### src/rtl/fault_injector_if.sv
// Campaign config, status and replica buses between the fault injector and its driver.
interface fault_injector_if #(
   parameter int WIDTH = 32,
   parameter int NREP  = 9,
   parameter int CNTW  = 16
);
   logic                  cfg_valid;
   logic                  cfg_ready;
   logic [3:0]            cfg_replica;
   logic [4:0]            cfg_bit;
   logic [1:0]            cfg_mode;
   logic [CNTW-1:0]       cfg_delay;
   logic [CNTW-1:0]       cfg_duration;
   logic                  abort;
   logic [NREP*WIDTH-1:0] rep_in;
   logic [NREP*WIDTH-1:0] rep_out;
   logic                  inj_active;
   logic                  inj_done;
   logic                  cfg_err;
   logic [7:0]            inj_count;

   modport master (
      output cfg_valid, cfg_replica, cfg_bit, cfg_mode, cfg_delay, cfg_duration, abort, rep_in,
      input  cfg_ready, rep_out, inj_active, inj_done, cfg_err, inj_count
   );

   modport slave (
      input  cfg_valid, cfg_replica, cfg_bit, cfg_mode, cfg_delay, cfg_duration, abort, rep_in,
      output cfg_ready, rep_out, inj_active, inj_done, cfg_err, inj_count
   );
endinterface

### src/rtl/fault_injector.sv
// Corrupts one replica word per campaign; fault starts 1+delay cycles after accept, rep_out is combinational.
// Backpressure: cfg_ready only in IDLE/DONE and never while abort is high.
module fault_injector #(
   parameter int WIDTH = 32,
   parameter int NREP  = 9,
   parameter int CNTW  = 16
) (
   input logic             clk,
   input logic             reset,
   fault_injector_if.slave bus
);
   typedef enum logic [1:0] {IDLE, ARMED, INJECT, DONE} state_t;

   typedef struct packed {
      logic [3:0]      replica;
      logic [4:0]      bit_idx;
      logic [1:0]      mode;
      logic [CNTW-1:0] duration;
   } cfg_t;

   state_t          state_q, state_d;
   cfg_t            cfg_q, cfg_d;
   logic [CNTW-1:0] dcnt_q, dcnt_d;
   logic [CNTW-1:0] rcnt_q, rcnt_d;
   logic [7:0]      cnt_q, cnt_d;
   logic            err_q, err_d;
   logic            cfg_ready;
   logic            accept;
   logic            bad_idx;
   logic            inj_active;
   logic [WIDTH-1:0] bit_mask;

   assign inj_active = (state_q == INJECT);
   assign cfg_ready  = ((state_q == IDLE) || (state_q == DONE)) && !bus.abort;
   assign accept     = bus.cfg_valid && cfg_ready;
   assign bad_idx    = int'(bus.cfg_replica) >= NREP;

   assign bus.cfg_ready  = cfg_ready;
   assign bus.inj_active = inj_active;
   assign bus.inj_done   = (state_q == DONE);
   assign bus.cfg_err    = err_q;
   assign bus.inj_count  = cnt_q;

   always_comb begin
      state_d = state_q;
      cfg_d   = cfg_q;
      dcnt_d  = dcnt_q;
      rcnt_d  = rcnt_q;
      cnt_d   = cnt_q;
      err_d   = 1'b0;
      if (bus.abort) begin
         state_d = IDLE;
      end else begin
         case (state_q)
            IDLE, DONE: begin
               if (accept) begin
                  if (bad_idx) begin
                     err_d = 1'b1;
                  end else begin
                     cfg_d.replica  = bus.cfg_replica;
                     cfg_d.bit_idx  = bus.cfg_bit;
                     cfg_d.mode     = bus.cfg_mode;
                     cfg_d.duration = bus.cfg_duration;
                     dcnt_d         = bus.cfg_delay;
                     state_d        = ARMED;
                  end
               end
            end
            ARMED: begin
               if (dcnt_q == '0) begin
                  state_d = INJECT;
                  rcnt_d  = cfg_q.duration;
                  if (cnt_q != 8'hFF) cnt_d = cnt_q + 8'd1;
               end else begin
                  dcnt_d = dcnt_q - CNTW'(1);
               end
            end
            INJECT: begin
               // Zero duration means permanent: only abort or reset ends it.
               if (cfg_q.duration != '0) begin
                  if (rcnt_q <= CNTW'(1)) begin
                     state_d = DONE;
                     rcnt_d  = '0;
                  end else begin
                     rcnt_d = rcnt_q - CNTW'(1);
                  end
               end
            end
            default: state_d = IDLE;
         endcase
      end
   end

   always_ff @(posedge clk or posedge reset) begin
      if (reset) begin
         state_q <= IDLE;
         cfg_q   <= '0;
         dcnt_q  <= '0;
         rcnt_q  <= '0;
         cnt_q   <= '0;
         err_q   <= 1'b0;
      end else begin
         state_q <= state_d;
         cfg_q   <= cfg_d;
         dcnt_q  <= dcnt_d;
         rcnt_q  <= rcnt_d;
         cnt_q   <= cnt_d;
         err_q   <= err_d;
      end
   end

   // An out-of-range bit index leaves the mask empty, so modes 00-10 alter nothing.
   always_comb begin
      bit_mask = '0;
      for (int i = 0; i < WIDTH; i++) bit_mask[i] = (int'(cfg_q.bit_idx) == i);
   end

   always_comb begin
      bus.rep_out = bus.rep_in;
      for (int r = 0; r < NREP; r++) begin
         if (inj_active && (int'(cfg_q.replica) == r)) begin
            case (cfg_q.mode)
               2'b00:   bus.rep_out[r*WIDTH +: WIDTH] = bus.rep_in[r*WIDTH +: WIDTH] ^ bit_mask;
               2'b01:   bus.rep_out[r*WIDTH +: WIDTH] = bus.rep_in[r*WIDTH +: WIDTH] & ~bit_mask;
               2'b10:   bus.rep_out[r*WIDTH +: WIDTH] = bus.rep_in[r*WIDTH +: WIDTH] | bit_mask;
               default: bus.rep_out[r*WIDTH +: WIDTH] = ~bus.rep_in[r*WIDTH +: WIDTH];
            endcase
         end
      end
   end
endmodule

### src/flat_wrapper.sv
// flat-port wrapper written by rule: the top's interface ports become plain ports
module fault_injector_flat 
#(
   parameter int WIDTH = 32,
   parameter int NREP  = 9,
   parameter int CNTW  = 16
)
  (clk, reset, bus_cfg_valid, bus_cfg_replica, bus_cfg_bit, bus_cfg_mode, bus_cfg_delay, bus_cfg_duration, bus_abort, bus_rep_in, bus_cfg_ready, bus_rep_out, bus_inj_active, bus_inj_done, bus_cfg_err, bus_inj_count);
  fault_injector_if #(.WIDTH(WIDTH), .NREP(NREP), .CNTW(CNTW)) bus_i ();
  input logic clk;
  input logic reset;
  input wire logic [$bits(bus_i.cfg_valid)-1:0] bus_cfg_valid;
  input wire logic [$bits(bus_i.cfg_replica)-1:0] bus_cfg_replica;
  input wire logic [$bits(bus_i.cfg_bit)-1:0] bus_cfg_bit;
  input wire logic [$bits(bus_i.cfg_mode)-1:0] bus_cfg_mode;
  input wire logic [$bits(bus_i.cfg_delay)-1:0] bus_cfg_delay;
  input wire logic [$bits(bus_i.cfg_duration)-1:0] bus_cfg_duration;
  input wire logic [$bits(bus_i.abort)-1:0] bus_abort;
  input wire logic [$bits(bus_i.rep_in)-1:0] bus_rep_in;
  output wire logic [$bits(bus_i.cfg_ready)-1:0] bus_cfg_ready;
  output wire logic [$bits(bus_i.rep_out)-1:0] bus_rep_out;
  output wire logic [$bits(bus_i.inj_active)-1:0] bus_inj_active;
  output wire logic [$bits(bus_i.inj_done)-1:0] bus_inj_done;
  output wire logic [$bits(bus_i.cfg_err)-1:0] bus_cfg_err;
  output wire logic [$bits(bus_i.inj_count)-1:0] bus_inj_count;
  assign bus_i.cfg_valid = bus_cfg_valid;
  assign bus_i.cfg_replica = bus_cfg_replica;
  assign bus_i.cfg_bit = bus_cfg_bit;
  assign bus_i.cfg_mode = bus_cfg_mode;
  assign bus_i.cfg_delay = bus_cfg_delay;
  assign bus_i.cfg_duration = bus_cfg_duration;
  assign bus_i.abort = bus_abort;
  assign bus_i.rep_in = bus_rep_in;
  assign bus_cfg_ready = bus_i.cfg_ready;
  assign bus_rep_out = bus_i.rep_out;
  assign bus_inj_active = bus_i.inj_active;
  assign bus_inj_done = bus_i.inj_done;
  assign bus_cfg_err = bus_i.cfg_err;
  assign bus_inj_count = bus_i.inj_count;
  fault_injector #(.WIDTH(WIDTH), .NREP(NREP), .CNTW(CNTW)) u_core (.clk(clk), .reset(reset), .bus(bus_i));
endmodule
### config.mk
export PLATFORM = sky130hd
export DESIGN_NAME = fault_injector_flat
export DESIGN_NICKNAME = d
export VERILOG_FILES = /design/src/rtl/fault_injector_if.sv /design/src/rtl/fault_injector.sv /design/src/flat_wrapper.sv
export SDC_FILE = /design/constraint.sdc
export NUM_CORES = 1
export LEC_CHECK = 0
export ABC_CLOCK_PERIOD_IN_PS = 4600
export CAP_MARGIN = 20
export CORE_AREA = 2 2 250 252
export CTS_CLUSTER_SIZE = 14
export DETAILED_ROUTE_END_ITERATION = 7
export DIE_AREA = 0 0 252 254
export GPL_ROUTABILITY_DRIVEN = 0
export GPL_TIMING_DRIVEN = 0
export PLACE_DENSITY = 0.63
export SLEW_MARGIN = 25
export SYNTH_ARGS = -nofsm -noshare
export SYNTH_HDL_FRONTEND = slang
export SYNTH_SLANG_ARGS = --single-unit
export TNS_END_PERCENT = 50
### constraint.sdc
create_clock -name clk -period 4.6 [get_ports clk]
set_clock_uncertainty 0.1 [all_clocks]
set_input_delay 1.15 -clock clk [delete_from_list [all_inputs] [get_ports clk]]
set_output_delay 1.15 -clock clk [all_outputs]
set_load 0.005 [all_outputs]
Word-level counts from Yosys, hierarchy flattened. Cells that the tools add are included.

Add/sub/neg operators: 3. Order comparisons: 2. Equal/unequal tests: 55. Mux-type cells: 37. Bitwise logic cells: 39. Reduce and logical (&&, ||, !) cells: 27.

Operators with widths (number): one-hot mux 32 bit (3 select lines) (9); NOT 32 bit (10); AND 32 bit (9); 2-to-1 mux 32 bit (9); OR 32 bit (9); XOR 32 bit (9); 2-to-1 mux 16 bit (6); equality test 5 bit (second input constant) (16); one-hot mux 16 bit (2 select lines) (2); equality test 5 x 4 -> 1 bit (second input constant) (8); subtractor 16 x 1 -> 16 bit (second input constant) (2); equality test 4 bit (second input constant) (5); equality test 5 x 3 -> 1 bit (second input constant) (4); <= comparator 16 x 1 -> 1 bit (second input constant) (1); logical NOT 16 bit (1); nonzero test 16 bit (1); 2-to-1 mux 2 bit (6); AND reduction 4 bit (3); logical AND 1 bit (11); equality test 5 x 2 -> 1 bit (second input constant) (2); AND reduction 5 bit (2); inequality test 3 bit (second input constant) (3); adder 8 x 1 -> 8 bit (second input constant) (1); equality test 4 x 3 -> 1 bit (second input constant) (2); 19 further kinds (32).

Register bits after elaboration: 70. Bits of input ports: 335. Output and inout port bits: 300. Word-level logic and storage cells: 172.

Logic depth before layout (Yosys ltp).
Depth after elaboration: 7. Depth in mapped cells: 10. Gate-level depth less buffers: 8.

Worst setup path after synthesis. OpenSTA, ideal clock, no wires.

Path type: register -> output. From: register u_core.cfg_q[22] in the netlist's numbering. To: output port bus_rep_out[179]. Data arrival time: 2.362 ns. Data required time: 3.350 ns. Setup slack: 0.988 ns. Stages on the path, launching flop included: 7. Buffers on the path: 1. Path through: dfrtp_1 > clkbuf_1 > nor3b_1 > nand2_1 > ha_1 > mux4_2 > mux2_2.

Word-level cells in the longest chain between the ends: 5. Elaborated cells between the ends (all ways): 7.

RTL lines: start, declared (RTL line fault_injector.sv:22) `cfg_t cfg_q, cfg_d;`; start signal, assigned (RTL line fault_injector.sv:104) `cfg_q <= cfg_d;`; equality test 5 bit (*) (RTL line fault_injector.sv:115) `for (int i = 0; i < WIDTH; i++) bit_mask[i] = (int'(cfg_q.bit_idx) == i);`; NOT 32 bit (RTL line fault_injector.sv:124) `2'b01: bus.rep_out[r*WIDTH +: WIDTH] = bus.rep_in[r*WIDTH +: WIDTH] & ~bit_mask;`; AND 32 bit (RTL line fault_injector.sv:124); one-hot mux 32 bit (3 select lines) (*) (RTL line fault_injector.sv:122) `case (cfg_q.mode)`; 2-to-1 mux 32 bit (*) (RTL line fault_injector.sv:121) `if (inj_active && (int'(cfg_q.replica) == r)) begin`; end, declared (RTL line flat_wrapper.sv:21) `output wire logic [$bits(bus_i.rep_out)-1:0] bus_rep_out;`.

Every way passes the cells marked *; elsewhere a longest branch is shown, timed or not.

Worst setup path in the final report.
From: input port bus_rep_in[1]. To: output port bus_rep_out[1].

Word-level cells in the longest chain between the ends: 3. Elaborated cells between the ends (all ways): 6.

RTL lines: start, declared (RTL line flat_wrapper.sv:19) `input wire logic [$bits(bus_i.rep_in)-1:0] bus_rep_in;`; OR 32 bit, or another cell as far along (RTL line fault_injector.sv:125) `2'b10: bus.rep_out[r*WIDTH +: WIDTH] = bus.rep_in[r*WIDTH +: WIDTH] | bit_mask;`; one-hot mux 32 bit (3 select lines) (RTL line fault_injector.sv:122); 2-to-1 mux 32 bit (*) (RTL line fault_injector.sv:121).

Marks and branches as above.

==> impl_metrics.toml <==
[routing]
wirelength_um = 102200
via_per_inst = 5.612
drc = 0
top_layer = "met5"
vias = 23150
drt-pass1-iter-count = 7
drtIter0Drc = 1710
drt-wirelength-per-cell_um = 24.77
wl_met1_um = 42220
met3WireLength_um = 7427
final_antenna_net_count = 0
dr_wl_met2_um = 49140

[clock_tree]
clk_pin_slew_ns = 0.06
cts_max_level = 3
cts_hold_buf = 0
cts_made_buffers = 9
clock-sinks = 70
cts_tree = "done"
root_buffer = "clkbuf_16"
clkLatencyLatePin_ns = 0.34
clock_path_buffers = 2

[floorplanning]
io_pins = 635
fp.dieH_um = 254
die_area_mm2 = 0.06401
core-area_mm2 = 0.06126
die_w_um = 252
rows = 91
initial_utilization = 0.3773

[worst_setup_path]
reg2reg_from = "u_core.dcnt_q[0]"
max_stage_delay_ns = 0.59
r2r_cells = 8
path_cells = "clkdlybuf4s50_1, inv_1, ha_1, nor2_1, a211oi_1, a211oi_1, a21oi_1, clkdlybuf4s50_1"
crit_required_ns = 3.35
crit_family = "buffers and inverters"
r2r_slack_ns = 1.14
critical_path_class = "input port to output pin"
crit_buf_inv = 3
cp-end-kind = "output pin"
crit_path_start_kind = "input port"
cp.arrival_ns = 3.36
r2r-end = "u_core.rcnt_q[14]"
slowest_stage = "clkdlybuf4s50_1"
crit_fanout = 3

[timing]
hold_viol = 0
setup_ws_ns = -0.01235
max_freq_mhz = 216.8
period_needed_ns = 4.612
tightest_slew_ns = 0.9226
rsz0062_at_grt = "yes"
relSlewSlack = 0.3849
setup_tns_ns = -0.01235
drv_slew = 0
hold_ws_ns = 0.3993
setup_violations = 1
fin_crit_sh = 1.003

[global_routing]
grt_max_degree = 48
grt_pass1_vias = 22770
antenna_found_initial = 22
gr-total-overflow = 0
grt_pass1_wl_um = 148800
grt_usage = 0.3097

[power]
p_total_mw = 11.36
p_leak_nw = 14.31
power_density_mw_per_mm2 = 359.1
peakVddDrop_mv = 0.2866

[yosys]
syn_inst = 2659
syn_avg_cell_area_um2 = 8.693
yosys_warnings = 0
synth-seq-cells = 70
synth_edf_count = 0
ys_seq_area_frac = 0.07579
synthFlopType = "dfrtp_1"
async_flop_share = 1.000
synth_fp_nets = 3577
syn_area_mm2 = 0.02311
yosysUniqueCellTypes = 61

[placed_design]
port_buffers = 634
dpl.cell_count = 4085
hpwl_um = 78230
post-place-ws_ns = -1.064
post_dp_cell_area_mm2 = 0.03057

[finish]
drive_gt1_frac = 0.1616
mostFrequentLayoutCells = "clkdlybuf4s50_1 (624), ha_1 (583), inv_1 (501)"
final_common_cell = "clkdlybuf4s50_1"
final_area_mm2 = 0.03163
fin_util = 0.5163
fillCellCount = 5792
areaGrowthSynthToFinish_pct = 36.83
nets = 4230
final_cell_count_no_fill = 4125

[hold_path]
whs_endpoint = "u_core.rcnt_q[14]"
hold_path.class = "register to register"
hold_path_depth = 1
hold_start = "u_core.rcnt_q[14]"

[outcome]
status = "finished, violations left"
violations = "negative setup slack"

[job]
max_cap_viol_count = 0
registers in the layout, summed over array words and instances (netlist names):
name and count:
u_core.cfg_q 27, u_core.dcnt_q 16, u_core.rcnt_q 16, u_core.bus.inj_count 8, u_core.state_q 2, u_core.bus.cfg_err 1
cell usage after synthesis, types with 7 or more instances:
cell      count  area [um2]
buf_1        34       127.6
nor2b_1       8       50.05
a31oi_1       7       43.79
nor3_1       10       50.05
nand2_1     102       382.9
ha_1        583        7295
inv_1       502        1884
a211oi_1    191        1434
a22o_1       11       96.34
nand3_1       9       45.04
nand4_1       7       43.79
and3_1        7       43.79
mux4_2      193        4347
o22a_1       16       140.1
mux2_2      162        1824
clkbuf_1    139       521.8
dfrtp_1      70        1752
nor2_1      231       867.1
o21ai_0      68       340.3
a21oi_1     219        1096
report_power, final:
group / internal, mW / switching [mW]
clock: 0.439 / 0.293
sequential: 0.886 / 0.345
combinational: 4.18 / 5.21
total: 5.51 / 5.85
worst max path at each step:
stage / from / end / cells after the start
finish: bus_rep_in[1] / bus_rep_out[1] / 8
global route: u_core.state_q[0] / bus_rep_out[44] / 10
CTS: u_core.cfg_q[19] / bus_rep_out[62] / 7
detailed placement: u_core.cfg_q[16] / bus_rep_out[281] / 8
global placement: u_core.cfg_q[16] / bus_rep_out[281] / 8
floorplan: u_core.cfg_q[22] / bus_rep_out[179] / 6
cell families after synthesis:
group	after synthesis	share of synthesized area
xor gates and xnor gates	7	0.002653
muxes	356	0.2674
AOI/OAI and AO/OA	542	0.1486
buffers and inverters	682	0.1112
DFF	70	0.07579
and+or+nand+nor	419	0.07871
adders and majority gates	583	0.3156
layout make-up:
class	instances	area (um2)	share of cell area
inverter	503	1891	0.05978
clock inverter	6	68.82	0.002176
buffer	172	819.5	0.02591
tap	790	988.4	0.03125
multi-input combinational	1907	19290	0.6101
antenna	18	45.04	0.001424
sequential	70	1755	0.05550
timing repair buffer	649	6525	0.2063
clock buffer	10	239.0	0.007556
metal layers:
metal	vias up	track usage
met2	964	0.5237
met1	11370	0.3956
li1	10660	-
met5	-	0
met4	6	0.1052
met3	151	0.05849
what timing repair did:
action	in CTS	in global routing
setup buffers	5	8
pin swaps	0	3
resized for setup	147	61
setup endpoints to repair	288	246
Note: power is estimated with default switching activity, not from simulation.
